--- config.mk ---
export PLATFORM = sky130hd
export DESIGN_NAME = isqrt_iter
export DESIGN_NICKNAME = d
export VERILOG_FILES = /design/src/rtl/isqrt_pkg.sv /design/src/rtl/isqrt_step.sv /design/src/rtl/isqrt_iter.sv
export SDC_FILE = /design/constraint.sdc
export NUM_CORES = 1
export LEC_CHECK = 0
export CAP_MARGIN = 5
export CORE_ASPECT_RATIO = 0.6
export CORE_UTILIZATION = 35
export CTS_BUF_LIST = sky130_fd_sc_hd__clkbuf_4
export CTS_CLUSTER_SIZE = 14
export DETAILED_ROUTE_END_ITERATION = 12
export HOLD_SLACK_MARGIN = 0.05
export SLEW_MARGIN = 20
export SYNTH_ARGS = -nofsm -noshare
export SYNTH_HDL_FRONTEND = slang
export SYNTH_SLANG_ARGS = --single-unit
--- constraint.sdc ---
create_clock -name clk -period 7.1 [get_ports clk]
set_input_delay 1.42 -clock clk [delete_from_list [all_inputs] [get_ports clk]]
set_output_delay 1.42 -clock clk [all_outputs]
set_load 0.1 [all_outputs]
--- src/rtl/isqrt_pkg.sv ---
// Shared types and helpers for the iterative integer square root.
// The root width is derived from the operand width and never set independently.
package isqrt_pkg;

    typedef enum logic [1:0] {
        IDLE = 2'd0,
        BUSY = 2'd1,
        DONE = 2'd2
    } state_t;

    localparam int ROUND_FLOOR   = 0;
    localparam int ROUND_NEAREST = 1;

    function automatic int out_w_of(input int in_w);
        return in_w / 2;
    endfunction

    // Iteration counter holds OUT_W-1 down to 0; keep at least one bit.
    function automatic int cnt_w_of(input int out_w);
        return (out_w > 2) ? $clog2(out_w) : 1;
    endfunction

endpackage

--- src/rtl/isqrt_step.sv ---
// One restoring digit-by-digit square-root iteration: brings down two operand
// bits, trial-subtracts {root,01} and appends the resulting root bit.
module isqrt_step #(
    parameter int OUT_W = 16
) (
    input  logic [OUT_W:0]   rem,
    input  logic [OUT_W-1:0] root,
    input  logic [1:0]       bits,
    output logic [OUT_W:0]   rem_nxt,
    output logic [OUT_W-1:0] root_nxt
);

    logic [OUT_W+2:0] part;
    logic [OUT_W+2:0] trial;

    // The running remainder never exceeds twice the partial root, so the trial
    // is non-negative exactly when its two top bits are clear.
    always_comb begin
        part  = {rem, bits};
        trial = part - {1'b0, root, 2'b01};
        if (trial[OUT_W+2:OUT_W+1] == 2'b00) begin
            rem_nxt  = trial[OUT_W:0];
            root_nxt = {root[OUT_W-2:0], 1'b1};
        end else begin
            rem_nxt  = part[OUT_W:0];
            root_nxt = {root[OUT_W-2:0], 1'b0};
        end
    end

endmodule

--- src/rtl/isqrt_iter.sv ---
// Sequential integer square root, one root bit per clock, with valid/ready on
// both sides and optional round-to-nearest (saturating) on the root output.
module isqrt_iter
    import isqrt_pkg::*;
#(
    parameter int IN_W  = 32,
    parameter int ROUND = ROUND_FLOOR,
    localparam int OUT_W = out_w_of(IN_W)
) (
    input  logic             clk,
    input  logic             rst,
    input  logic             in_valid,
    output logic             in_ready,
    input  logic [IN_W-1:0]  num,
    output logic             out_valid,
    input  logic             out_ready,
    output logic [OUT_W-1:0] sqr,
    output logic [OUT_W:0]   rem,
    output state_t           dbg_state
);

    // Handshake: a transfer happens on a rising edge where valid and ready are
    // both high; ready/valid here depend on the state register only.

    localparam int CNT_W = cnt_w_of(OUT_W);

    state_t             state_q, state_d;
    logic [IN_W-1:0]    op_q;
    logic [OUT_W-1:0]   root_q;
    logic [OUT_W:0]     rem_q;
    logic [CNT_W-1:0]   cnt_q;
    logic [OUT_W-1:0]   sqr_q;
    logic [OUT_W-1:0]   root_step;
    logic [OUT_W:0]     rem_step;
    logic               round_up;
    logic [OUT_W-1:0]   sqr_final;

    isqrt_step #(.OUT_W(OUT_W)) u_step (
        .rem      (rem_q),
        .root     (root_q),
        .bits     (op_q[IN_W-1 -: 2]),
        .rem_nxt  (rem_step),
        .root_nxt (root_step)
    );

    always_comb begin
        state_d = state_q;
        unique case (state_q)
            IDLE:    if (in_valid)       state_d = BUSY;
            BUSY:    if (cnt_q == '0)    state_d = DONE;
            DONE:    if (out_ready)      state_d = IDLE;
            default:                     state_d = IDLE;
        endcase
    end

    // Rounding looks at the final-iteration values; an all-ones root saturates.
    always_comb begin
        round_up  = (ROUND == ROUND_NEAREST) && (rem_step > {1'b0, root_step});
        sqr_final = (round_up && !(&root_step)) ? root_step + 1'b1 : root_step;
    end

    always_ff @(posedge clk) begin
        if (rst) begin
            state_q <= IDLE;
            op_q    <= '0;
            root_q  <= '0;
            rem_q   <= '0;
            cnt_q   <= '0;
            sqr_q   <= '0;
        end else begin
            state_q <= state_d;
            if (state_q == IDLE && in_valid) begin
                op_q   <= num;
                root_q <= '0;
                rem_q  <= '0;
                cnt_q  <= CNT_W'(OUT_W - 1);
            end else if (state_q == BUSY) begin
                op_q   <= {op_q[IN_W-3:0], 2'b00};
                root_q <= root_step;
                rem_q  <= rem_step;
                if (cnt_q == '0) begin
                    sqr_q <= sqr_final;
                end else begin
                    cnt_q <= cnt_q - 1'b1;
                end
            end
        end
    end

    assign in_ready  = (state_q == IDLE);
    assign out_valid = (state_q == DONE);
    assign sqr       = sqr_q;
    assign rem       = rem_q;
    assign dbg_state = state_q;

endmodule
* Yosys cells after proc, flatten, opt, wreduce, memory -nomap -nowiden *
Cells that the tools add are included.

word-level totals
  flip-flop bits (word level) = 87
  bits of input ports = 36
  output and inout port bits = 37
  word-level logic and storage cells = 35

operators by class
  add/sub/neg operators = 2
  eq/ne operators = 6
  multiplexer cells = 11
  bitwise logic cells = 1
  reduce and logical (&&, ||, !) cells = 9

operator list
  kind                                                   number
  two-way mux 32 bit                                     2
  subtractor 19 x 18 -> 19 bit                           1
  two-way mux 17 bit                                     1
  two-way mux 4 bit                                      3
  two-way mux 2 bit                                      3
  one-hot mux 2 bit (3 select lines)                     1
  AND reduction 3 bit                                    2
  logical NOT 2 bit                                      2
  logical NOT 4 bit                                      1
  inequality test 2 x 1 -> 1 bit, second input constant  2
  inequality test 2 bit, second input constant           2
  subtractor 4 x 1 -> 4 bit, second input constant       1
  == test 2 x 1 -> 1 bit, second input constant          1
  == test 2 bit, second input constant                   1
  AND reduction 2 bit                                    1
  nonzero test 2 bit                                     1
  OR reduction 2 bit                                     1
  logical AND 1 bit                                      1
  two-way mux 1 bit                                      1
  NOT 1 bit                                              1

* Longest topological paths before layout *
  depth in word-level cells = 4
  gate-level depth with buffers = 13
  gate-level depth less buffers = 10

* By module *
A second synthesis with hierarchy kept.

second synthesis, totals
  cell total of the unflattened synthesis = 566
  area, all modules = 4600.7 um2

modules (own cells, without submodules)
  module      instances  cells each  area each (um2)
  isqrt_iter  1          396         3349.5
  isqrt_step  1          170         1251.2

* Worst setup path before layout *
Ideal clock, no wire load.

  path kind = register to output
  start point = register state_q[1] (netlist: dbg_state[1])
  end point = output port out_valid
  data arrival time = 2.450 ns
  required time = 5.680 ns
  setup slack = 3.230 ns
  cell stages (with the launch flop) = 2
  path buffers = 0
  cells stage by stage = dfxtp_1 -> nor2b_1

on the way
  longest elaborated chain between the ends = 1

ends and longest elaborated chain
  what                      line              RTL
  start: declaration        isqrt_iter.sv:27  state_t state_q, state_d;
  start signal: assignment  isqrt_iter.sv:71  state_q <= state_d;
  == test 2 bit             isqrt_iter.sv:91  assign out_valid = (state_q == DONE);
  end: declaration          isqrt_iter.sv:15  output logic out_valid,

No other way between the ends.

* Worst setup path after layout *
Ends and elaborated chain as after synthesis.

==> results.md <==
- CP peak stage delay: 1.17 ns
- Primary FF master, synth: dfxtp_1
- Port bufs: 72
- Slew @ Worst Pin: 0.993 ns
- CTS max path bufs: 2
- CTS H-Tree Depth: 3
- WP buf/inv: 1
- P_leak: 1.87 nW
- Starting density of the core: 36.8%
- Pwr dens: 267 mW/mm^2
- Synth Instances: 532
- Hold depth: 2
- Largest family of logic cells by synthesized area: compound AO/OA/AOI/OAI gates
- Avg WL per Cell: 14.6 um
- Most frequent cells in the layout: 111 x nand2_1, 89 x a21oi_1, 87 x dfxtp_1
- Initial DRT Pass Iterations: 4
- Largest net degree at the start of global routing: 82
- Share of post-route cells with drive strength above 1: 5.75%
- Async SR Flop Fraction: 0%
- First-pass GRT wire length: 17600 um
- Hold worst-path end: op_q[19]
- Final setup violating endpoints: 0
- RePlAce Congestion: 0.857
- Crit-path cells: nor2b_1, clkdlybuf4s50_1
- Number of synthesized flops with an enable pin: 0
- WS Path Type: reg -> out
- Nets: 640
- Initial antenna violation count: 1
- Post-layout minimum cycle time: 3.68 ns
- Worst rel slew slack: 33.6%
- Hold Violations, Final: 0
- Setup TNS: 0 ns
- CP max-delay cell: clkdlybuf4s50_1
- CTS buffer count: 9
- Final HPWL DP: 7840 um
- Synth warn: 0
- Netlist Area Pre-Place: 0.00427 sq mm
- Postcts setup bufs: 0
- Ports: 73
- Worst clock skew: 0.0191 ns
- Max Cap Viol: 0
- Core Box Area: 0.0116 sq mm
- GRT Total Usage: 17.9%
- CTS sink count: 87
- CP top delay family: buffers and inverters
- Area growth from synthesis to layout: 22.9%
- Worst-path clk slew: 0.13 ns
- Register bit total from synthesis: 87
- Skew-Pair Late Insertion Delay: 0.44 ns
- Part of the cycle the worst path needs: 51.9%
- Outcome: finished, final reports clean
- Share of the yosys chip area belonging to registers: 40.8%
- Total power: 1.40 mW
- Peak fanout along the critical path: 5
- Total number of vias: 3900
- CTS root buf: clkbuf_4
- Hold_sp: op_q[19]
- Fin. max-slew vios: 0
- Worst path arrival time: 2.26 ns
- Number of vias per cell: 5.19
- Netlist cell types: 46
- Internal reg-to-reg setup slack: 3.76 ns
- Post-synthesis adder-cell area fraction: 5.27%
- Residual DRC count: 0
- Die W: 145 um
- Die Ht: 87.6 um
- Max IR drop VDD: 0.0000962 V
- DP Area: 0.00508 sq mm
- Die footprint: 0.0127 sq mm
- XOR/XNOR share of the synthesized area: 3.69%
- # hold bufs at CTS: 0
- Hold Crit Class: reg -> reg
- Initial DRC Count: 154
- Most common cell after layout, fill and taps aside: nand2_1
- Simple-Gate Fraction of Synth Area: 16.9%
- CTS tree: done
- Worst r2r src: root_q[2]
- Post-synthesis mux area share: 3.54%
- Antenna violation net count after detailed routing: 0
- Post-cts gate resize count: 0
- Fill cells: 1147
- Unrepaired setup endpoints after global routing: false
- Syn nets: 586
- RR Endpoint: rem[1]
- Grt total ovfl: 0
- Setup crit start kind: flip-flop
- Peak Freq: 0.271 GHz
- Row count: 30
- R2r worst-path depth: 10
- Critical path data required time: 5.68 ns
- Worst setup EP type: output port
- Final WL: 11000 um
- Vias in the first global route: 3571
- Compound-cell area share of the yosys netlist: 24.3%
- Syn Area/Cell: 8.03 sq um
- Design area: 0.00525 sq mm
==> worst max path at each step <==
stage                       from   endpoint  slack, ns  cells past startpoint
floorplan           dbg_state[1]  out_valid       3.23                      1
global placement        in_valid    rem[16]       3.36                      6
detailed placement      in_valid   op_q[30]       3.52                      6
CTS                 dbg_state[1]  out_valid       3.39                      2
global route        dbg_state[1]  out_valid       3.32                      2
finish              dbg_state[1]  out_valid       3.42                      2
==> synthesized netlist by cell type, drive strengths merged, types with 2 or more instances <==
cell type	count	area share (%)
nand2b	4	0.59
xnor2	14	2.9
clkbuf	27	2.4
or4	2	0.44
o211ai	4	0.94
dfxtp	87	41
o21ai	23	2.8
and3	4	0.59
buf	5	1.1
a21oi	92	11
nand3	7	0.94
nor4	2	0.29
o21a	3	0.53
a21o	4	0.70
nor2b	6	0.88
o21bai	3	0.53
nor2	17	1.5
a22oi	30	5.3
mux2i	14	3.3
nor3	5	0.59
nand4	3	0.44
xor2	4	0.82
a211oi	3	0.53
and2	5	0.73
ha	18	5.3
inv	24	2.1
nand2	111	9.8
==> cells by family after synthesis <==
| kind of cell | Yosys count |
|---|---|
| XOR/XNOR | 18 |
| buffers and inverters | 56 |
| multiplexers | 15 |
| adder cells (fa/ha/maj) | 18 |
| AND/OR/NAND/NOR | 167 |
| flip-flops | 87 |
| AO/OA/AOI/OAI | 171 |
==> report_power, final <==
group / switching (mW) / total [mW] / internal (mW) / leakage [nW]
Clock: 0.174 / 0.317 / 0.143 / 0.0762
Combinational: 0.339 / 0.542 / 0.204 / 1.09
Sequential: 0.0244 / 0.543 / 0.519 / 0.709
Total: 0.538 / 1.40 / 0.865 / 1.87
==> stage by stage <==
step	util, %	hold slack (ns)	setup slack [ns]	std cells
2_1_floorplan	-	0.436	3.23	532
3_3_place_gp	43.7	0.443	3.36	735
3_5_place_dp	43.8	0.446	3.52	735
4_1_cts	45.2	0.465	3.39	751
5_1_grt	45.3	0.486	3.32	752
6_report	45.3	0.464	3.42	752
==> worst min-delay path, cell delays in order (launching register included) <==
cell,delay (ns)
dfxtp_1,0.33
nand2_1,0.05
a21oi_1,0.05
==> routing by layer <==
metal	track usage, %	wire [um]	vias up
met1	26.3	5880	1861
met4	3.73	87	0
met3	4.21	391	8
li1	-	-	1966
met2	26.6	4620	65
met5	0	0	-
==> registers in the layout, summed over array words and instances, names as in the netlist <==
register / cells
cnt_q: 4
rem: 17
op_q: 32
dbg_state: 2
sqr: 16
root_q: 16
==> final cells by class <==
cell class | instances | area (sq um) | area share, %
antenna | 1 | 2.50 | 0.0477
multi-input combinational | 389 | 2310 | 44.1
inverter | 24 | 90.1 | 1.72
tap | 160 | 200 | 3.81
timing repair buffer | 75 | 738 | 14.1
clock buffer | 9 | 67.6 | 1.29
clock inverter | 7 | 95.1 | 1.81
sequential | 87 | 1740 | 33.2
Note: power is estimated with default switching activity, not from simulation.
